<file path="src/rtl/pipe_hazard_ctrl.sv">
// Pipeline sequencer for the 5-stage core: freeze/flush/bubble control of the
// IF/ID, ID/EX, EX/MEM and MEM/WB registers.
// Latency: all controls are combinational from the current inputs and FSM state;
//   a multi-cycle memory access holds the whole pipe for MEM_LATENCY-1 cycles.
// Backpressure: stall_all freezes everything behind IF; RAW hazards freeze IF/ID
//   and bubble ID/EX; taken branches flush IF/ID and bubble ID/EX.
// Ports:
//   clk, rst                  clock and synchronous active-high reset
//   id_*                      source operands / valid of the instruction in ID
//   exe_wb_en, exe_dest       writeback info of the ID/EX register output
//   mem_wb_en, mem_dest       writeback info of the EX/MEM register output
//   mem_r_en, mem_w_en        memory access in the MEM stage
//   exe_branch                taken branch in EX
//   cnt_clr                   clear of the performance counters
//   if_freeze, if_flush, id_bubble, stall_all, mem_done   pipeline controls
//   stall_cycles, flush_count saturating performance counters
module pipe_hazard_ctrl #(
  parameter int MEM_LATENCY = 4,
  parameter int CNT_W       = 16
) (
  input  logic             clk,
  input  logic             rst,
  input  logic [3:0]       id_src1,
  input  logic [3:0]       id_src2,
  input  logic             id_two_src,
  input  logic             id_valid,
  input  logic             exe_wb_en,
  input  logic [3:0]       exe_dest,
  input  logic             mem_wb_en,
  input  logic [3:0]       mem_dest,
  input  logic             mem_r_en,
  input  logic             mem_w_en,
  input  logic             exe_branch,
  input  logic             cnt_clr,
  output logic             if_freeze,
  output logic             if_flush,
  output logic             id_bubble,
  output logic             stall_all,
  output logic             mem_done,
  output logic [CNT_W-1:0] stall_cycles,
  output logic [CNT_W-1:0] flush_count
);

  typedef enum logic {RUN, MEM_WAIT} state_t;

  // The first cycle of an access is spent in RUN, so the wait counter only
  // has to cover the remaining MEM_LATENCY-1 cycles (last one at wcnt==0).
  localparam int         WAIT_INIT_I = (MEM_LATENCY > 1) ? (MEM_LATENCY - 2) : 0;
  localparam logic [3:0] WAIT_INIT   = 4'(WAIT_INIT_I);
  localparam bit         MULTI_CYCLE = (MEM_LATENCY > 1);
  localparam logic [CNT_W-1:0] CNT_ONE = CNT_W'(1);

  state_t     state, state_nxt;
  logic [3:0] wcnt, wcnt_nxt;
  logic       mem_op;
  logic       hz;
  logic       fl;

  assign mem_op = mem_r_en | mem_w_en;

  // Memory wait-state FSM
  always_comb begin
    state_nxt = state;
    wcnt_nxt  = wcnt;
    stall_all = 1'b0;
    mem_done  = 1'b0;
    case (state)
      RUN: begin
        if (mem_op) begin
          if (MULTI_CYCLE) begin
            stall_all = 1'b1;
            state_nxt = MEM_WAIT;
            wcnt_nxt  = WAIT_INIT;
          end else begin
            mem_done = 1'b1;
          end
        end
      end
      MEM_WAIT: begin
        if (wcnt != 4'd0) begin
          stall_all = 1'b1;
          wcnt_nxt  = wcnt - 4'd1;
        end else begin
          // Pipe advances on this edge, so the same op is not seen again in RUN.
          mem_done  = 1'b1;
          state_nxt = RUN;
        end
      end
      default: state_nxt = RUN;
    endcase
    if (rst) begin
      stall_all = 1'b0;
      mem_done  = 1'b0;
    end
  end

  // RAW hazard against EX and MEM producers; no forwarding paths exist.
  always_comb begin
    hz = id_valid & ~rst &
         ((exe_wb_en & (exe_dest == id_src1)) |
          (mem_wb_en & (mem_dest == id_src1)) |
          (id_two_src & ((exe_wb_en & (exe_dest == id_src2)) |
                         (mem_wb_en & (mem_dest == id_src2)))));
  end

  // A branch held in EX by stall_all waits there and flushes once unstalled.
  assign fl = exe_branch & ~stall_all & ~rst;

  // Priority: stall_all > flush > hazard. Under stall_all ID/EX is frozen,
  // so it must not be bubbled.
  always_comb begin
    if_flush  = fl;
    id_bubble = ~stall_all & (fl | hz);
    if_freeze = stall_all | (~fl & hz);
  end

  always_ff @(posedge clk) begin
    if (rst) begin
      state        <= RUN;
      wcnt         <= 4'd0;
      stall_cycles <= '0;
      flush_count  <= '0;
    end else begin
      state <= state_nxt;
      wcnt  <= wcnt_nxt;
      if (cnt_clr) begin
        stall_cycles <= '0;
        flush_count  <= '0;
      end else begin
        if (if_freeze && (stall_cycles != '1))
          stall_cycles <= stall_cycles + CNT_ONE;
        if (if_flush && (flush_count != '1))
          flush_count <= flush_count + CNT_ONE;
      end
    end
  end

endmodule

</file>
<file path="config.mk">
export PLATFORM = sky130hd
export DESIGN_NAME = pipe_hazard_ctrl
export DESIGN_NICKNAME = d
export VERILOG_FILES = /design/src/rtl/pipe_hazard_ctrl.sv
export SDC_FILE = /design/constraint.sdc
export NUM_CORES = 1
export LEC_CHECK = 0
export ABC_AREA = 1
export BUFFER_PORTS_ARGS = -buffer_cell sky130_fd_sc_hd__buf_2
export CAP_MARGIN = 10
export CORE_ASPECT_RATIO = 0.6
export CORE_MARGIN = 2
export CORE_UTILIZATION = 53
export DETAILED_ROUTE_END_ITERATION = 8
export PLACE_DENSITY = 0.8
export SLEW_MARGIN = 20
export SYNTH_ARGS = -nofsm -noshare
export SYNTH_HDL_FRONTEND = slang
export SYNTH_SLANG_ARGS = --single-unit
</file>
<file path="constraint.sdc">
create_clock -name clk -period 1.9 [get_ports clk]
set_input_delay 0.095 -clock clk [delete_from_list [all_inputs] [get_ports clk]]
set_output_delay 0.095 -clock clk [all_outputs]
set_load 0.03 [all_outputs]
</file>
==> results.rst <==
.. list-table::
   :header-rows: 1

   * - Metric
     - Value
   * - Net count of the mapped netlist
     - 403
   * - Antenna violations before repair
     - 0
   * - Number of levels in the clock H-tree
     - 2
   * - Layout cell share with drive strength beyond 1
     - 26.0%
   * - Routed length on met3
     - 562 µm
   * - Synthesized area per cell
     - 6.29 µm²
   * - CP Data Arrival Time
     - 2030 ps
   * - Maximum vdd ir drop
     - 0.000487 V
   * - Master of the slowest instance on the critical path
     - sky130_fd_sc_hd__dfxtp_1
   * - Endpoint kind of the worst setup timing path
     - flop
   * - # DRC
     - 0
   * - Cell leakage power
     - 1.49 nW
   * - Endpoints failing setup
     - 0
   * - Placer congestion estimate
     - 0.886
   * - Largest buffer count on any clock path
     - 2
   * - Vias/cell
     - 5.20
   * - Floorplan die area
     - 4990 µm²
   * - Global-route usage over all layers
     - 25.1%
   * - Number of synthesized flops with an enable pin
     - 0
   * - Routed met1 length
     - 3.23 mm
   * - Area used by multi-input combinational logic
     - 1440 µm²
   * - Number of antenna repair diodes
     - 0
   * - Worst Setup Path Type
     - flop to flop
   * - DRC marker count from the first detailed-route iteration
     - 210
   * - Wire length of the first global-routing pass
     - 10.2 mm
   * - Critical hold path startpoint
     - rst
   * - Top_reg_cell synth
     - sky130_fd_sc_hd__dfxtp_1
   * - CP startpoint
     - stall_cycles[7]$_SDFFE_PP0P_
   * - Uppermost signal routing layer after detailed routing
     - met4
   * - Class of the most critical hold timing path
     - input port to flop
   * - Met2 wire length
     - 2.69 mm
   * - Count of nets left with antenna violations after detail routing
     - 0
   * - Num CTS Buffers
     - 5
   * - Vias in the first global route
     - 2,233
   * - Via count of the routed design
     - 2,707
   * - DR pass1 iterations
     - 5
   * - Die Y
     - 55.6 µm
   * - Area taken by flip-flops and latches
     - 746 µm²
   * - Setup clock skew after layout
     - 10.4 ps
   * - Cell count after synthesis
     - 373
   * - Clock latency at the later pin of the worst-skew pair
     - 300 ps
   * - Largest net degree at the start of global routing
     - 26
   * - Cell area after synthesis
     - 2350 µm²
   * - Flop and latch count out of synthesis
     - 37
   * - Yosys warning total
     - 0
   * - Count of cell types in the netlist
     - 30
   * - Area grow syn2layout
     - 33.5%
   * - Number of nets in the layout
     - 490
   * - Floorplan Core Area
     - 4190 µm²
   * - Number of placement rows
     - 18
   * - Worst-case setup slack after placement
     - 17.6 ps
   * - Clock transition at the registers of the reported paths
     - 80 ps
   * - Transition at the pin with the smallest max-transition slack
     - 332 ps
   * - Fraction of the yosys area taken by sequential cells
     - 31.6%
   * - CP Max Fanout
     - 7
   * - Outcome
     - completed
   * - Power per unit of standard cell area
     - 629 nW/µm²
   * - Share of async-settable or async-resettable flops after synthesis
     - 0%
   * - Worst reg2reg startpoint
     - stall_cycles[7]$_SDFFE_PP0P_
   * - Slack of the critical path
     - 60.3 ps
   * - Total count of max-transition violations in the final report
     - 0
   * - Cell breakdown of the critical path
     - nand2_1 > nor2_1 > nand2_1 > nor3_4 > nand4_4 > buf_8 > buf_4 > a21oi_1 > nor2_1
   * - Clock sinks
     - 37
   * - Chip width
     - 89.9 µm
   * - Count of fill cells added during filler insertion
     - 333
   * - Buffers on Ports
     - 62
   * - Grt ovf
     - 0
   * - Max incr delay on CP
     - 410 ps
   * - Maximum Capacitance Violations
     - 0
   * - Worst Path Required
     - 2090 ps
   * - Detailed-route wire length per cell
     - 12.6 µm
   * - Crit path time final
     - 1840 ps
   * - Maximum frequency from static timing analysis
     - 544 MHz
   * - Post-route fraction of the period consumed by the critical path
     - 96.8%
   * - Category of the worst setup path launch point
     - flop
   * - Clock root cell
     - sky130_fd_sc_hd__clkbuf_8
   * - Clock tree from TritonCTS
     - done
   * - HPWL Detailed
     - 4.57 mm
   * - Wirelength, routed
     - 6.55 mm
   * - Number of failing hold endpoints at the final stage
     - 0
   * - Starting density of the core
     - 56.0%
   * - Headroom to the max-slew limit
     - 77.7%
   * - I/O pins
     - 63
   * - Setup TNS
     - 0 ps
placed cells by master, fill, tap and decap left out, types with 4 or more instances in the layout:
cell type / count
sky130_fd_sc_hd__a21oi_1: 28
sky130_fd_sc_hd__buf_2: 61
sky130_fd_sc_hd__buf_4: 23
sky130_fd_sc_hd__clkbuf_8: 6
sky130_fd_sc_hd__dfxtp_1: 35
sky130_fd_sc_hd__inv_1: 51
sky130_fd_sc_hd__inv_2: 4
sky130_fd_sc_hd__nand2_1: 87
sky130_fd_sc_hd__nand3_1: 32
sky130_fd_sc_hd__nor2_1: 58
sky130_fd_sc_hd__nor3_1: 10
sky130_fd_sc_hd__o21ai_0: 15
sky130_fd_sc_hd__xnor2_1: 7
sky130_fd_sc_hd__xor2_1: 7
stage by stage:
step	utilization, %	hold WS [ps]	cells	cell area, µm²	power [W]
2_1_floorplan	-	164	373	2350	0.00108
5_1_grt	74.8	52.0	521	3130	0.00206
6_report	74.8	39.8	521	3130	0.00197
4_1_cts	69.8	53.5	507	2920	0.00190
3_3_place_gp	66.2	356	497	2770	0.00117
3_5_place_dp	66.2	360	497	2770	0.00118
worst max-delay path, delay by kind of cell (launching register included):
family	cells	cell delay, ps
simple gates	6	850
flops	1	410
buf+inv	2	310
compound gates	1	140
synth_stat cells, types with 2 or more instances:
cell,instances,area share (%)
sky130_fd_sc_hd__ha_1,4,2.1
sky130_fd_sc_hd__nand3_1,34,7.2
sky130_fd_sc_hd__buf_2,5,1.1
sky130_fd_sc_hd__xor2_1,7,2.6
sky130_fd_sc_hd__nor3b_1,2,0.64
sky130_fd_sc_hd__nand2_1,88,14
sky130_fd_sc_hd__nor3_1,10,2.1
sky130_fd_sc_hd__nand4_1,2,0.53
sky130_fd_sc_hd__xnor2_1,7,2.6
sky130_fd_sc_hd__nand2_4,2,0.96
sky130_fd_sc_hd__o21ai_0,15,3.2
sky130_fd_sc_hd__inv_1,54,8.6
sky130_fd_sc_hd__nor2_1,60,9.6
sky130_fd_sc_hd__dfxtp_1,37,32
sky130_fd_sc_hd__nand4_2,2,1.1
sky130_fd_sc_hd__clkbuf_1,2,0.32
sky130_fd_sc_hd__a21oi_1,29,6.2
layer usage:
| layer | vias up | global-route usage, % |
|---|---|---|
| met5 | - | 0 |
| met4 | 0 | 5.49 |
| met3 | 9 | 5.87 |
| met2 | 112 | 35.7 |
| met1 | 1227 | 38.2 |
| li1 | 1359 | - |
report_power, final:
group	switching [W]	leakage, nW	internal (W)	total, W
Clock	0.000294	0.0585	0.000428	0.000723
Combinational	0.000253	1.13	0.000173	0.000426
Sequential	0.0000236	0.301	0.000798	0.000821
Total	0.000571	1.49	0.00140	0.00197
logic make-up (layout without fill, tap and decap cells):
family / Yosys count / after routing / share of synthesized area (%)
fa+ha+maj: 4 / 4 / 2.13
xor+xnor: 14 / 14 / 5.22
flops: 37 / 37 / 31.6
buf+inv: 64 / 152 / 10.8
compound gates: 47 / 47 / 10.9
simple gates: 207 / 207 / 39.4
registers in the layout, indices dropped and copies added, names as in the netlist:
signal        flops
flush_count      16
wcnt              4
stall_cycles     16
state             1
final cells by class:
cell class	instances	area share, %
Timing Repair Buffer	87	17.0
Clock inverter	1	0.958
Multi-Input combinational cell	272	46.0
Tap cell	60	2.40
Inverter	57	7.03
Clock buffer	7	2.76
Sequential cell	37	23.8
path summary, 6_finish.rpt:
path	end	slack [ps]	cells after the start
max	stall_cycles[1]$_SDFFE_PP0P_	60	9
min	wcnt[0]$_SDFFE_PP0P_	40	2
max reg2reg	stall_cycles[1]$_SDFFE_PP0P_	60	9
min reg2reg	wcnt[0]$_SDFFE_PP0P_	490	2
repair_timing:
action	CTS	global route
setup buffers	2	13
endpoints found under the setup margin	2	16
gates cloned	0	1
hold buffers	0	0
resized for setup	6	18
pin swaps	2	5
No activity file was read; power rests on OpenSTA's default activity.
